**config.mk**
```make
export PLATFORM = sky130hd
export DESIGN_NAME = pipeline_hazard_ctrl
export DESIGN_NICKNAME = d
export VERILOG_FILES = /design/src/rtl/pipe_ctrl_pkg.sv /design/src/rtl/load_use_detect.sv /design/src/rtl/pipeline_hazard_ctrl.sv
export SDC_FILE = /design/constraint.sdc
export NUM_CORES = 1
export LEC_CHECK = 0
export CAP_MARGIN = 30
export CORE_MARGIN = 10
export CORE_UTILIZATION = 41
export CTS_CLUSTER_SIZE = 28
export DETAILED_ROUTE_END_ITERATION = 16
export GPL_TIMING_DRIVEN = 0
export PLACE_DENSITY_LB_ADDON = 0.08
export SLEW_MARGIN = 20
export SYNTH_ARGS = -nofsm -noshare
export SYNTH_HDL_FRONTEND = slang
export SYNTH_HIERARCHICAL = 1
export SYNTH_SLANG_ARGS = --single-unit
export TNS_END_PERCENT = 10
```
**constraint.sdc**
```tcl
create_clock -name clk -period 3.3 [get_ports clk]
set_input_delay 0.495 -clock clk [delete_from_list [all_inputs] [get_ports clk]]
set_output_delay 0.495 -clock clk [all_outputs]
set_load 0.01 [all_outputs]
```
**src/rtl/pipe_ctrl_pkg.sv**
```systemverilog
// Shared types and constants for the pipeline hazard controller and its helpers.
// Holds the fence FSM states, the RUN-state action priority and the per-stage control bundle.
package pipe_ctrl_pkg;

    localparam int unsigned REG_ADDR_W = 5;
    localparam int unsigned PC_STEP    = 4;

    typedef enum logic [1:0] {
        ST_RUN,
        ST_DRAIN,
        ST_FLUSH,
        ST_RESUME
    } state_e;

    // Encoded in priority order: a lower-numbered active action masks every later one.
    typedef enum logic [2:0] {
        ACT_NONE,
        ACT_TRAP,
        ACT_MEM_BUSY,
        ACT_MISPREDICT,
        ACT_FENCE,
        ACT_LOAD_USE,
        ACT_IF_BUSY
    } action_e;

    typedef struct packed {
        logic stall_pc;
        logic stall_ifid;
        logic stall_idexe;
        logic stall_exemem;
        logic stall_memwb;
        logic flush_ifid;
        logic flush_idexe;
        logic flush_exemem;
        logic flush_memwb;
    } pipe_ctl_t;

    function automatic action_e run_action(
        input logic trap,
        input logic mem_busy,
        input logic mispredict,
        input logic fence,
        input logic load_use,
        input logic if_busy
    );
        if (trap)            return ACT_TRAP;
        else if (mem_busy)   return ACT_MEM_BUSY;
        else if (mispredict) return ACT_MISPREDICT;
        else if (fence)      return ACT_FENCE;
        else if (load_use)   return ACT_LOAD_USE;
        else if (if_busy)    return ACT_IF_BUSY;
        else                 return ACT_NONE;
    endfunction

endpackage

```
**src/rtl/load_use_detect.sv**
```systemverilog
// Combinational load-use compare between the load in EXE and the sources read in ID.
// Kept standalone so forwarding logic can share the same register match.
module load_use_detect
    import pipe_ctrl_pkg::*;
(
    input  logic                  valid_exe,
    input  logic                  is_load_exe,
    input  logic [REG_ADDR_W-1:0] rd_exe,
    input  logic                  valid_id,
    input  logic                  use_rs1_id,
    input  logic [REG_ADDR_W-1:0] rs1_id,
    input  logic                  use_rs2_id,
    input  logic [REG_ADDR_W-1:0] rs2_id,
    output logic                  load_use
);

    logic rs1_hit;
    logic rs2_hit;

    assign rs1_hit  = use_rs1_id && (rs1_id == rd_exe);
    assign rs2_hit  = use_rs2_id && (rs2_id == rd_exe);
    // x0 is never written, so a load targeting it can never create a dependency.
    assign load_use = valid_exe && is_load_exe && (rd_exe != '0) && valid_id && (rs1_hit || rs2_hit);

endmodule

```
**src/rtl/pipeline_hazard_ctrl.sv**
```systemverilog
// Central stall/flush/redirect source for the five-stage pipeline, including the
// fence drain -> cache-flush -> resume sequencer and a saturating stall counter.
module pipeline_hazard_ctrl
    import pipe_ctrl_pkg::*;
#(
    parameter int XLEN         = 64,
    parameter int DRAIN_CYCLES = 3,
    parameter int CNT_W        = 32
) (
    input  logic                  clk,
    input  logic                  rst,
    input  logic                  valid_id,
    input  logic                  use_rs1_id,
    input  logic                  use_rs2_id,
    input  logic [REG_ADDR_W-1:0] rs1_id,
    input  logic [REG_ADDR_W-1:0] rs2_id,
    input  logic                  valid_exe,
    input  logic                  is_load_exe,
    input  logic                  fence_exe,
    input  logic [REG_ADDR_W-1:0] rd_exe,
    input  logic [XLEN-1:0]       pc_exe,
    input  logic [XLEN-1:0]       npc_exe,
    input  logic [XLEN-1:0]       predict_pc_exe,
    input  logic                  if_busy,
    input  logic                  mem_busy,
    input  logic                  trap_valid_wb,
    input  logic [XLEN-1:0]       trap_pc_wb,
    input  logic                  cache_flush_done,
    output logic                  stall_pc,
    output logic                  stall_ifid,
    output logic                  stall_idexe,
    output logic                  stall_exemem,
    output logic                  stall_memwb,
    output logic                  flush_ifid,
    output logic                  flush_idexe,
    output logic                  flush_exemem,
    output logic                  flush_memwb,
    output logic                  redirect_valid,
    output logic [XLEN-1:0]       redirect_pc,
    output logic                  cache_flush_req,
    output logic                  ctrl_busy,
    output logic [CNT_W-1:0]      perf_stall_cnt
);

    localparam int DW = (DRAIN_CYCLES < 1) ? 1 : $clog2(DRAIN_CYCLES + 1);
    localparam logic [DW-1:0] DRAIN_LOAD = DW'(DRAIN_CYCLES);

    state_e            state, state_next;
    logic [DW-1:0]     drain_cnt, drain_cnt_next;
    logic [XLEN-1:0]   fence_pc, fence_pc_next;
    logic [CNT_W-1:0]  stall_cnt;

    pipe_ctl_t         ctl;
    logic              redir_v;
    logic [XLEN-1:0]   redir_pc;
    logic              flush_req;
    logic              load_use;
    logic              mispredict;
    logic              fence_take;
    action_e           act;

    load_use_detect u_load_use (
        .valid_exe   (valid_exe),
        .is_load_exe (is_load_exe),
        .rd_exe      (rd_exe),
        .valid_id    (valid_id),
        .use_rs1_id  (use_rs1_id),
        .rs1_id      (rs1_id),
        .use_rs2_id  (use_rs2_id),
        .rs2_id      (rs2_id),
        .load_use    (load_use)
    );

    assign mispredict = valid_exe && (npc_exe != predict_pc_exe);
    assign fence_take = valid_exe && fence_exe;
    assign act        = run_action(trap_valid_wb, mem_busy, mispredict, fence_take, load_use, if_busy);

    // NOTE: every signal gets a default before the case so no path leaves it unassigned (no latches).
    always_comb begin
        ctl            = '0;
        redir_v        = 1'b0;
        redir_pc       = '0;
        flush_req      = 1'b0;
        state_next     = state;
        drain_cnt_next = drain_cnt;
        fence_pc_next  = fence_pc;

        unique case (state)
            ST_RUN: begin
                case (act)
                    ACT_TRAP: begin
                        ctl.flush_ifid   = 1'b1;
                        ctl.flush_idexe  = 1'b1;
                        ctl.flush_exemem = 1'b1;
                        ctl.flush_memwb  = 1'b1;
                        redir_v          = 1'b1;
                        redir_pc         = trap_pc_wb;
                    end
                    ACT_MEM_BUSY: begin
                        ctl.stall_pc     = 1'b1;
                        ctl.stall_ifid   = 1'b1;
                        ctl.stall_idexe  = 1'b1;
                        ctl.stall_exemem = 1'b1;
                        ctl.stall_memwb  = 1'b1;
                    end
                    // A fence that also mispredicts keeps the redirect/flush outputs; the
                    // fence sequence below still starts and refetches after it completes.
                    ACT_MISPREDICT: begin
                        ctl.flush_ifid  = 1'b1;
                        ctl.flush_idexe = 1'b1;
                        redir_v         = 1'b1;
                        redir_pc        = npc_exe;
                    end
                    ACT_FENCE, ACT_LOAD_USE: begin
                        ctl.stall_pc    = 1'b1;
                        ctl.stall_ifid  = 1'b1;
                        ctl.flush_idexe = 1'b1;
                    end
                    ACT_IF_BUSY: begin
                        ctl.stall_pc   = 1'b1;
                        ctl.flush_ifid = 1'b1;
                    end
                    default: ;
                endcase
                if (act == ACT_FENCE || (act == ACT_MISPREDICT && fence_take)) begin
                    fence_pc_next  = pc_exe;
                    drain_cnt_next = DRAIN_LOAD;
                    state_next     = (DRAIN_CYCLES == 0) ? ST_FLUSH : ST_DRAIN;
                end
            end

            ST_DRAIN: begin
                if (trap_valid_wb) begin
                    ctl.flush_ifid   = 1'b1;
                    ctl.flush_idexe  = 1'b1;
                    ctl.flush_exemem = 1'b1;
                    ctl.flush_memwb  = 1'b1;
                    redir_v          = 1'b1;
                    redir_pc         = trap_pc_wb;
                    drain_cnt_next   = '0;
                    state_next       = ST_RUN;
                end else begin
                    ctl.stall_pc     = 1'b1;
                    ctl.stall_ifid   = 1'b1;
                    ctl.flush_idexe  = 1'b1;
                    ctl.stall_exemem = mem_busy;
                    ctl.stall_memwb  = mem_busy;
                    if (!mem_busy) begin
                        if (drain_cnt <= DW'(1)) begin
                            drain_cnt_next = '0;
                            state_next     = ST_FLUSH;
                        end else begin
                            drain_cnt_next = drain_cnt - DW'(1);
                        end
                    end
                end
            end

            ST_FLUSH: begin
                flush_req       = 1'b1;
                ctl.stall_pc    = 1'b1;
                ctl.stall_ifid  = 1'b1;
                ctl.flush_idexe = 1'b1;
                if (cache_flush_done) begin
                    state_next = ST_RESUME;
                end
            end

            ST_RESUME: begin
                ctl.flush_ifid  = 1'b1;
                ctl.flush_idexe = 1'b1;
                redir_v         = 1'b1;
                redir_pc        = fence_pc + XLEN'(PC_STEP);
                state_next      = ST_RUN;
            end
        endcase

        if (rst) begin
            ctl       = '0;
            redir_v   = 1'b0;
            redir_pc  = '0;
            flush_req = 1'b0;
        end
    end

    // NOTE: sequential state uses non-blocking assignments so every register samples pre-edge values.
    always_ff @(posedge clk) begin
        if (rst) begin
            state     <= ST_RUN;
            drain_cnt <= '0;
            fence_pc  <= '0;
            stall_cnt <= '0;
        end else begin
            state     <= state_next;
            drain_cnt <= drain_cnt_next;
            fence_pc  <= fence_pc_next;
            if (ctl.stall_pc && (stall_cnt != '1)) begin
                stall_cnt <= stall_cnt + 1'b1;
            end
        end
    end

    assign stall_pc        = ctl.stall_pc;
    assign stall_ifid      = ctl.stall_ifid;
    assign stall_idexe     = ctl.stall_idexe;
    assign stall_exemem    = ctl.stall_exemem;
    assign stall_memwb     = ctl.stall_memwb;
    assign flush_ifid      = ctl.flush_ifid;
    assign flush_idexe     = ctl.flush_idexe;
    assign flush_exemem    = ctl.flush_exemem;
    assign flush_memwb     = ctl.flush_memwb;
    assign redirect_valid  = redir_v;
    assign redirect_pc     = redir_pc;
    assign cache_flush_req = flush_req;
    assign ctrl_busy       = (state != ST_RUN) && !rst;
    assign perf_stall_cnt  = stall_cnt;

endmodule
```
Yosys cells after proc, flatten, opt, wreduce, memory -nomap -nowiden

Cells that the tools add are included.

Multiplexer cells: 43
$add $sub $neg: 3
$lt $le $gt $ge: 1
Reductions and logical operators: 27
Equal/unequal tests: 17

Operators by type and width:

| cell                                                                  | count |
|---|---|
| 64-bit case mux with 3 select lines                                   | 1 |
| 64-bit 2-to-1 mux                                                     | 2 |
| 64-bit case mux with 2 select lines                                   | 1 |
| 64-bit by 3-bit adder with 64-bit output, second input constant       | 1 |
| 64-bit != test                                                        | 1 |
| 32-bit by 1-bit adder with 32-bit output, second input constant       | 1 |
| 32-bit != test, second input constant                                 | 1 |
| 2-bit 2-to-1 mux                                                      | 13 |
| 3-bit 2-to-1 mux                                                      | 7 |
| 2-bit case mux with 2 select lines                                    | 3 |
| 1-bit logical AND                                                     | 11 |
| 5-bit equality test                                                   | 2 |
| 1-bit 2-to-1 mux                                                      | 10 |
| 3-bit equality test, second input constant                            | 3 |
| 9-bit 2-to-1 mux                                                      | 1 |
| 3-bit OR reduction                                                    | 3 |
| 2-bit case mux with 4 select lines                                    | 1 |
| 4-bit OR reduction                                                    | 2 |
| 3-bit by 2-bit equality test with 1-bit output, second input constant | 2 |
| 3-bit != test, second input constant                                  | 2 |
| 1-bit case mux with 3 select lines                                    | 2 |
| 2-bit case mux with 3 select lines                                    | 1 |
| 5-bit nonzero test                                                    | 1 |
| 2-bit equality test, second input constant                            | 2 |
| other kinds (14)                                                      | 17 |

Word-level logic and storage cells: 95
Bits in registers: 100
Input bits: 283

Depth between registers and ports, before layout

Word-level depth: 15
Depth in mapped cells: 12
Mapped depth without buffers: 11

Hierarchy

Netlist, hierarchy kept.

By module, submodules not included:

| module               | instances | cells an instance | seq. area each (µm²) | area an instance (µm²) |
|---|---|---|---|---|
| pipeline_hazard_ctrl | 1         | 1,000             | 2,001.9              | 7,355.8 |
| load_use_detect      | 1         | 17                | 0.0                  | 131.4 |

Least setup slack after synthesis

No wires, ideal clock.

Path type: input -> register
Start: in rd_exe[2]
End: reg stall_cnt[28] (netlist: perf_stall_cnt[28])
Library setup time: 0.070 ns
Setup slack: 0.592 ns
Buffers on the path: 0
Arrival: 2.638 ns
Cell stages on the path: 11
Cell sequence: xor2_1 -> nor4_1 -> nand3_1 -> a21oi_1 -> a21o_1 -> o41ai_1 -> a21o_1 -> nor4_4 -> nand2_1 -> or4_1 -> a21oi_1

Word-level cells in the longest chain between the ends: 15
Elaborated cells on any way between the ends: 23
Those cells by class: eq/ne (6); mux (8); reduce/logical (9)

Ends and longest elaborated chain:

| item                                                                                  | line                                                                | source |
|---|---|---|
| start: declaration                                                                    | pipeline_hazard_ctrl.sv:20                                          | `input logic [REG_ADDR_W-1:0] rd_exe,` |
| 5-bit equality test, or another cell as far along                                     | load_use_detect.sv:20                                               | `assign rs1_hit = use_rs1_id && (rs1_id == rd_exe);` |
| 1-bit logical AND, on equally long branches                                           | load_use_detect.sv:20, load_use_detect.sv:21, load_use_detect.sv:23 |  |
| 1-bit logical OR or 1-bit logical AND (tied branches)                                 | load_use_detect.sv:23                                               | `assign load_use = valid_exe && is_load_exe && (rd_exe != '0) && valid_id && (rs1_hit \|\| rs2_hit);` |
| 1-bit logical AND (*)                                                                 | load_use_detect.sv:23                                               |  |
| net load_use                                                                          | pipeline_hazard_ctrl.sv:57                                          | `logic load_use;` |
| 3-bit 2-to-1 mux (*)                                                                  | pipe_ctrl_pkg.sv:50                                                 | `else if (load_use) return ACT_LOAD_USE;` |
| 3-bit 2-to-1 mux (*)                                                                  | pipe_ctrl_pkg.sv:49                                                 | `else if (fence) return ACT_FENCE;` |
| 3-bit 2-to-1 mux (*)                                                                  | pipe_ctrl_pkg.sv:48                                                 | `else if (mispredict) return ACT_MISPREDICT;` |
| 3-bit 2-to-1 mux (*)                                                                  | pipe_ctrl_pkg.sv:47                                                 | `else if (mem_busy) return ACT_MEM_BUSY;` |
| 3-bit 2-to-1 mux (*)                                                                  | pipe_ctrl_pkg.sv:46                                                 | `if (trap) return ACT_TRAP;` |
| 3-bit equality test or 3-bit by 2-bit equality test with 1-bit output (tied branches) | pipeline_hazard_ctrl.sv:90                                          | `case (act)` |
| 4-bit OR reduction (no line) (*)                                                      | n/a                                                                 |  |
| 1-bit 2-to-1 mux (*)                                                                  | pipeline_hazard_ctrl.sv:90                                          |  |
| 2-bit case mux with 3 select lines (*)                                                | pipeline_hazard_ctrl.sv:88                                          | `unique case (state)` |
| 9-bit 2-to-1 mux (*)                                                                  | pipeline_hazard_ctrl.sv:178                                         | `if (rst) begin` |
| 1-bit logical AND (*)                                                                 | pipeline_hazard_ctrl.sv:197                                         | `if (ctl.stall_pc && (stall_cnt != '1)) begin` |
| end signal: assignment                                                                | pipeline_hazard_ctrl.sv:198                                         | `stall_cnt <= stall_cnt + 1'b1;` |
| end: declaration                                                                      | pipeline_hazard_ctrl.sv:51                                          | `logic [CNT_W-1:0] stall_cnt;` |

The timed path passes the listed nets; every way through them passes the cells marked *.
A chain may end at the register's enable or synchronous reset.

Worst setup path after layout

Start: in npc_exe[28]
End: out redirect_pc[55]

Word-level cells in the longest chain between the ends: 9
Elaborated cells on any way between the ends: 10
Those cells by class: eq/ne (3); mux (6); reduce/logical (1)

Ends and longest elaborated chain:

| item                                                                                                             | line                        | source |
|---|---|---|
| start: declaration                                                                                               | pipeline_hazard_ctrl.sv:22  | `input logic [XLEN-1:0] npc_exe,` |
| 64-bit != test (*)                                                                                               | pipeline_hazard_ctrl.sv:74  | `assign mispredict = valid_exe && (npc_exe != predict_pc_exe);` |
| 1-bit logical AND (*)                                                                                            | pipeline_hazard_ctrl.sv:74  |  |
| 3-bit 2-to-1 mux (*)                                                                                             | pipe_ctrl_pkg.sv:48         |  |
| 3-bit 2-to-1 mux (*)                                                                                             | pipe_ctrl_pkg.sv:47         |  |
| 3-bit 2-to-1 mux (*)                                                                                             | pipe_ctrl_pkg.sv:46         |  |
| 3-bit by 2-bit equality test with 1-bit output or 3-bit by 1-bit equality test with 1-bit output (tied branches) | pipeline_hazard_ctrl.sv:90  |  |
| 64-bit case mux with 2 select lines (*)                                                                          | pipeline_hazard_ctrl.sv:90  |  |
| 64-bit case mux with 3 select lines (*)                                                                          | pipeline_hazard_ctrl.sv:88  |  |
| 64-bit 2-to-1 mux (*)                                                                                            | pipeline_hazard_ctrl.sv:178 |  |
| end: declaration                                                                                                 | pipeline_hazard_ctrl.sv:39  | `output logic [XLEN-1:0] redirect_pc,` |

Every way passes the cells marked *; elsewhere a longest branch is shown, timed or not.

==> results by group <==
STA
  – Final setup TNS: -0.335 ns
  – Actual slew at the worst max-slew pin: 0.700 ns
  – Fin. Hold Viols: 0
  – Fmax achieved: 297 MHz
  – Relative slew slack: 53.3%
  – Final setup violation count: 12
  – Fin crit period: 3.36 ns
  – Skew final: 0.0126 ns
  – Period Utilization, post-route: 102%
  – Final-report max-slew violation count: 0
  – Final worst slack: -0.0640 ns
  – RSZ-0062 raised after global routing: yes

Floorplan
  – Starting density of the core: 41.7%
  – Die Wd: 155 µm
  – DIE AREA: 24100 µm²
  – Core ar.: 18000 µm²
  – # IOs: 391
  – Num rows: 49
  – Die Y: 155 µm

Power and ir drop
  – P_leak: 5.18 nW
  – PwrDens: 255 nW/µm²
  – Worst vdd ir: 243 µV

Clock network
  – Cts hold-fix bufs: 0
  – CTS tree: built
  – Worst skew pair latency: 0.37 ns
  – Reg clk slew, reported paths: 0.07 ns
  – Total CTS buffers: 9
  – Clk sinks: 100
  – Root buffer cell: clkbuf_16
  – H-Tree Depth: 3
  – Clk buf depth: 2

Global routing
  – GRT Util Overall: 30.5%
  – Vias in the first global route: 9486
  – Met3 usage: 9.93%
  – Grt met2 use: 52.2%
  – Grt ovf: 0
  – Initial antenna violation count: 6
  – First-pass GRT wire length: 56500 µm
  – Met1 Use GR: 33.9%
  – GR peak layer: met2
  – Largest net degree at the start of global routing: 20

Synthesis
  – Flops & latches, synth: 100
  – Synth Instances: 1017
  – Synth Warn #: 6
  – Async set-or-reset flop fraction in the synthesized netlist: 0%
  – Post-synth cell types: 61
  – Avg Cell Area, Syn: 7.36 µm²
  – EDFF count, synth: 0
  – Post-synth top flop: dfxtp_1
  – Seq/Total Area, Yosys: 26.7%
  – Syn Std Cell Area: 7490 µm²
  – Syn nets: 1302

Setup path
  – Crit path max-delay family: buffers and inverters
  – Largest fanout on the critical path: 6
  – CP max-delay cell: clkdlybuf4s50_1
  – Worst path required time: 2.80 ns
  – Crit Path Class: in2out
  – Crit path launch type: input port
  – Crit path largest cell delay: 0.51 ns
  – CP Data Arrival Time: 2.87 ns
  – CP endpoint kind: output port
  – Critical path depth: 11
  – Crit-path cells: clkdlybuf4s50_1 -> xnor2_1 -> nand4_1 -> nor4_4 -> and4_4 -> nor3_4 -> buf_12 -> buf_8 -> a22oi_2 -> o21ai_1 -> buf_2
  – WP buf/inv: 4
  – Worst r2r path cells: 8

Placed design
  – I/O Buffers: 390
  – GP Congestion: 0.949
  – HPWL after DPL: 31700 µm
  – Setup WS pre-CTS: -1.20 ns

Run
  – Max Cap Viol: 0

Min path
  – Hold path depth: 2
  – Type of the worst min-delay path: reg2reg

Drt
  – DRT Wirelength: 39800 µm
  – Vias per inst: 5.89
  – DRC viols: 0
  – Drt first pass iters: 5
  – Final ANT Viol Nets: 0
  – Drt wl/cell: 23.7 µm
  – Vias: 9898
  – Initial DRC count: 919

Finish
  – Layout overhead on the synthesized area: 71.3%
  – Final net count: 1728
  – Commonest cells after routing, fill and taps aside: 209 x clkdlybuf4s50_1, 184 x nand2_1, 97 x a21oi_1, 90 x dfxtp_1, 62 x xnor2_1
  – Share of cells above drive strength 1: 16.3%
  – Commonest non-fill, non-tap cell in the layout: clkdlybuf4s50_1

Status
  – Status: finished, violations left
  – Failing checks: setup timing
-- cells by family (layout without fill, tap and decap cells) --
group                      count (synthesis)  count (layout)  share of synthesized area [%]
and+or+nand+nor                          435             435                           29.8
other                                      0               3                              0
buffers and inverters                     78             509                           4.41
xor gates and xnor gates                 134             134                           15.7
muxes                                      2               2                          0.301
AOI/OAI and AO/OA                        266             266                           22.8
adders and majority gates                  2               2                          0.334
DFF                                      100             100                           26.7
-- path summary, 6_finish.rpt --
check / slack, ns / to / start
min: 0.47 / fence_pc[1] / fence_pc[1]
max: -0.06 / redirect_pc[55] / npc_exe[28]
min reg2reg: 0.47 / fence_pc[1] / fence_pc[1]
max reg2reg: 0.80 / perf_stall_cnt[29] / perf_stall_cnt[0]
-- power by group --
part	internal (W)	switching (W)	total, W	leakage, nW
logic	0.000501	0.000438	0.000940	4.22
clock network	0.000532	0.000545	0.00108	0.142
registers	0.00123	0.0000243	0.00125	0.813
total	0.00226	0.00101	0.00327	5.18
-- metal layers --
metal	vias up	part of all wire, %
met5	-	0.068
met3	90	11
li1	4573	-
met1	4660	36
met2	569	49
met4	6	3.9
-- metrics by stage --
step	hold slack (ns)	std cells	total power [W]	util, %	area [µm²]
5_1_grt	0.494	1680	0.00337	71.4	12800
6_report	0.467	1680	0.00327	71.4	12800
3_3_place_gp	0.450	1636	0.00218	65.0	11700
4_1_cts	0.466	1666	0.00325	69.5	12500
3_5_place_dp	0.455	1636	0.00219	65.0	11700
2_1_floorplan	0.436	1017	0.00157	-	7490
-- layout make-up --
cell class	instances	area [µm²]
diodes	3	7.51
plain buffers	65	383
clock buffers	9	225
clock inverters	7	67.6
fillers	1552	5130
inverters	10	37.5
multi-input cells	839	5770
flip-flops and latches	100	2010
well taps	229	287
repair buffers	418	4030
-- tightest hold or removal path: stages, from the launching register on --
cell and delay, ns:
dfxtp_1 0.32, nand2_1 0.05, a21oi_1 0.05
-- synth_stat cells (9+ instances only) --
library cell,n,area share (%)
nor3_1,12,0.80
inv_1,10,0.50
a22oi_1,56,5.6
a222oi_1,10,1.3
and3_1,14,1.2
buf_2,9,0.60
xnor2_1,97,11
a21oi_1,101,6.8
nand2_1,188,9.4
nand3_1,35,2.3
xor2_1,37,4.3
o21ai_0,40,2.7
clkbuf_1,47,2.4
nand4_1,45,3.8
nor2_1,62,3.1
dfxtp_1,100,27
or4_1,15,1.5
o31ai_1,9,0.90
and4_1,12,1.4
-- flip-flops by register name, indices dropped and copies added (netlist names), named ones only --
register and count:
state 1, perf_stall_cnt 32, drain_cnt 2, fence_pc 64
-- repair_timing --
action,4_1_cts,5_1_grt
cloned,2,1
buffers inserted,14,11
resized for setup,326,174
pin swaps,53,51
setup endpoints to repair,86,85
Note: power is estimated with default switching activity, not from simulation.
==> edit: new RTL, config.mk and constraints unchanged <==
Change the parameter `CNT_W` from 32 to 48.
--- a/src/rtl/pipeline_hazard_ctrl.sv
+++ b/src/rtl/pipeline_hazard_ctrl.sv
@@ -5,7 +5,7 @@
 #(
     parameter int XLEN         = 64,
     parameter int DRAIN_CYCLES = 3,
-    parameter int CNT_W        = 32
+    parameter int CNT_W        = 48
 ) (
     input  logic                  clk,
     input  logic                  rst,
Interface: changed (resized perf_stall_cnt); port bits go from 391 to 407. No check against the original RTL was run, so the function may have changed too.
==> edit against the unedited design <==
  * The flow still finishes with violations (negative setup slack)
  * Synthesized cell count grew 5.8%
  * Largest cell class unchanged
  * Total power grew 29%
  * Cell area increased by 5.6%
  * Register-to-register slack got worse by 450 ps
  * Sequential power increased by 15%
  * Wire length grew 5.3%
  * Combinational power is 4.6% lower
  * Clock power rose by 72%
  * Worst setup slack worse by 130 ps
  * Area after synthesis up 5.9%
  * Sequential cell count up 16
  * First-iteration DRC count shrank 3.4%
  * Final cell count is 7.3% higher
  * Via count rose by 1.4%
==> edit: results (changes against the unedited design) <==
[run_status]
violations=negative setup slack
status=finished, violations left

[timing]
fin_worst_skew_ps=7.17  ; -5.38 ps
final-setup-viol-count=65  ; +53
fin_ws_ps=-196  ; -132 ps

[drt]
vias=10000  ; +1.4%
wl_per_cell_microns=23.3  ; -1.8%
dr.pass1.iters=8  ; +3
vias_per_cell=5.57  ; -5.5%
drt_iter0_markers=888  ; -3.4%

[synth]
ys_top_cells_by_area=dfxtp_1 (29%), xnor2_1 (15%), nand2_1 (8.8%)
synthesis.nets=1361  ; +4.5%
muxShareOfSynthArea_pct=1.36  ; +1.1 points
synth_xor_area_share_pct=18.3  ; +2.7 points
synth_cell_types=55  ; -9.8%
synthAdderAreaFrac_pct=0.316  ; -0.019 points
synthCells=1076  ; +5.8%
netlist_top_cells_count=nand2_1 (185), xnor2_1 (132), dfxtp_1 (116)
yosysSeqAreaShare_pct=29.3  ; +2.5 points

[placed_design]
routabilityCongestion=0.970  ; +2.3%
port_buffers=406  ; +4.1%
placedCellCount=1744  ; +6.6%
place_ws_ps=-1580  ; -377 ps
dp_hpwl_microns=32700  ; +3.0%

[clocking]
numCtsBuffers=17  ; +8
clkTransAtPathRegs_ps=50  ; -20 ps
clk_latency_ps=420  ; +50 ps
htreeDepth=4  ; +1

[power_and_ir_drop]
p_leak_nw=5.13  ; -0.96%
ir_drop_uv=396  ; +63%

[global_routing]
grt_pass1_wl_microns=60300  ; +6.7%
antenna_found_initial=8  ; +2
first_global_vias=9628  ; +1.5%
grt_usage_pct=30.8  ; +0.36 points

[critical_path]
worstReg2RegStart=perf_stall_cnt[15]$_SDFFE_PP0P_
r2r-end=perf_stall_cnt[10]$_SDFFE_PP0P_
arrival_ps=3000  ; +130 ps
critPathMaxFanout=5  ; -1
reg2reg_slack_ps=350  ; -450 ps
ff2ff_path_depth=10  ; +2

[final_layout]
drive_gt1_share_pct=19.2  ; +2.9 points
nNetsFinal=1807  ; +4.6%

[worst_hold_path]
hold_start=fence_pc[63]$_SDFFE_PP0P_
holdPathEnd=fence_pc[63]$_SDFFE_PP0P_

edit: where the power goes:
| group | internal [mW] | total, mW | switching [mW] |
|---|---|---|---|
| registers | 1.42 | 1.44 | 0.0244 |
| clock network | 1.14 | 1.86 | 0.725 |
| logic | 0.481 | 0.897 | 0.415 |
| total | 3.04 | 4.20 | 1.17 |
edit: routing by layer:
layer,GRT usage (%),routed length [microns]
met5,0,13
met4,10.2,1250
met3,10.2,4290
met2,50.8,20000
met1,37.0,16400
edit: what timing repair did:
item	CTS	global route
cloned	3	1
gates resized for setup	528	143
endpoints found under the setup margin	120	97
setup buffers	13	4
pin swaps	87	69
edit: how the worst max path moves through the flow:
stage	from	end	slack, ps	cells past startpoint
4_1_cts	fence_pc[14]$_SDFFE_PP0P_	redirect_pc[56]	-150	11
5_1_grt	predict_pc_exe[21]	redirect_pc[0]	-210	12
6_report	predict_pc_exe[26]	redirect_pc[32]	-200	12
3_3_place_gp	npc_exe[13]	redirect_pc[63]	-2040	11
3_5_place_dp	npc_exe[26]	redirect_pc[31]	-1580	12
2_1_floorplan	rd_exe[2]	stall_pc	450	9
edit: worst max-delay path, cell delays in order:
cell,delay [ps]
buf_8,100
xnor2_4,250
nand4_1,280
nor4_2,370
nand4_1,300
nand2_2,200
nor3_4,80
buf_6,190
clkbuf_16,170
a22oi_2,160
o21ai_0,110
clkdlybuf4s15_1,260
edit: layout make-up:
type	instances	area [sq um]
Inverter	19	72.6
Clock inverter	14	153
Fill cell	1587	5350
Clock buffer	18	439
Buffer	61	373
Antenna cell	7	17.5
Multi-Input combinational cell	878	5920
Sequential cell	116	2350
Tap cell	260	325
Timing Repair Buffer	429	3900
edit: kinds of logic after synthesis:
kind of cell	count (synthesis)
AND/OR/NAND/NOR	503
AO/OA/AOI/OAI	197
XOR/XNOR	166
flip-flops	116
buffers and inverters	82
multiplexers	10
adder cells (fa/ha/maj)	2
edit: per-stage QoR:
step / TNS, ps / power (mW) / hold WS (ps)
2_1_floorplan: 0 / 1.75 / 436
3_3_place_gp: -173980 / 2.34 / 456
3_5_place_dp: -128400 / 2.35 / 471
4_1_cts: -3420 / 4.19 / 478
5_1_grt: -8200 / 4.33 / 501
6_report: -6680 / 4.20 / 479
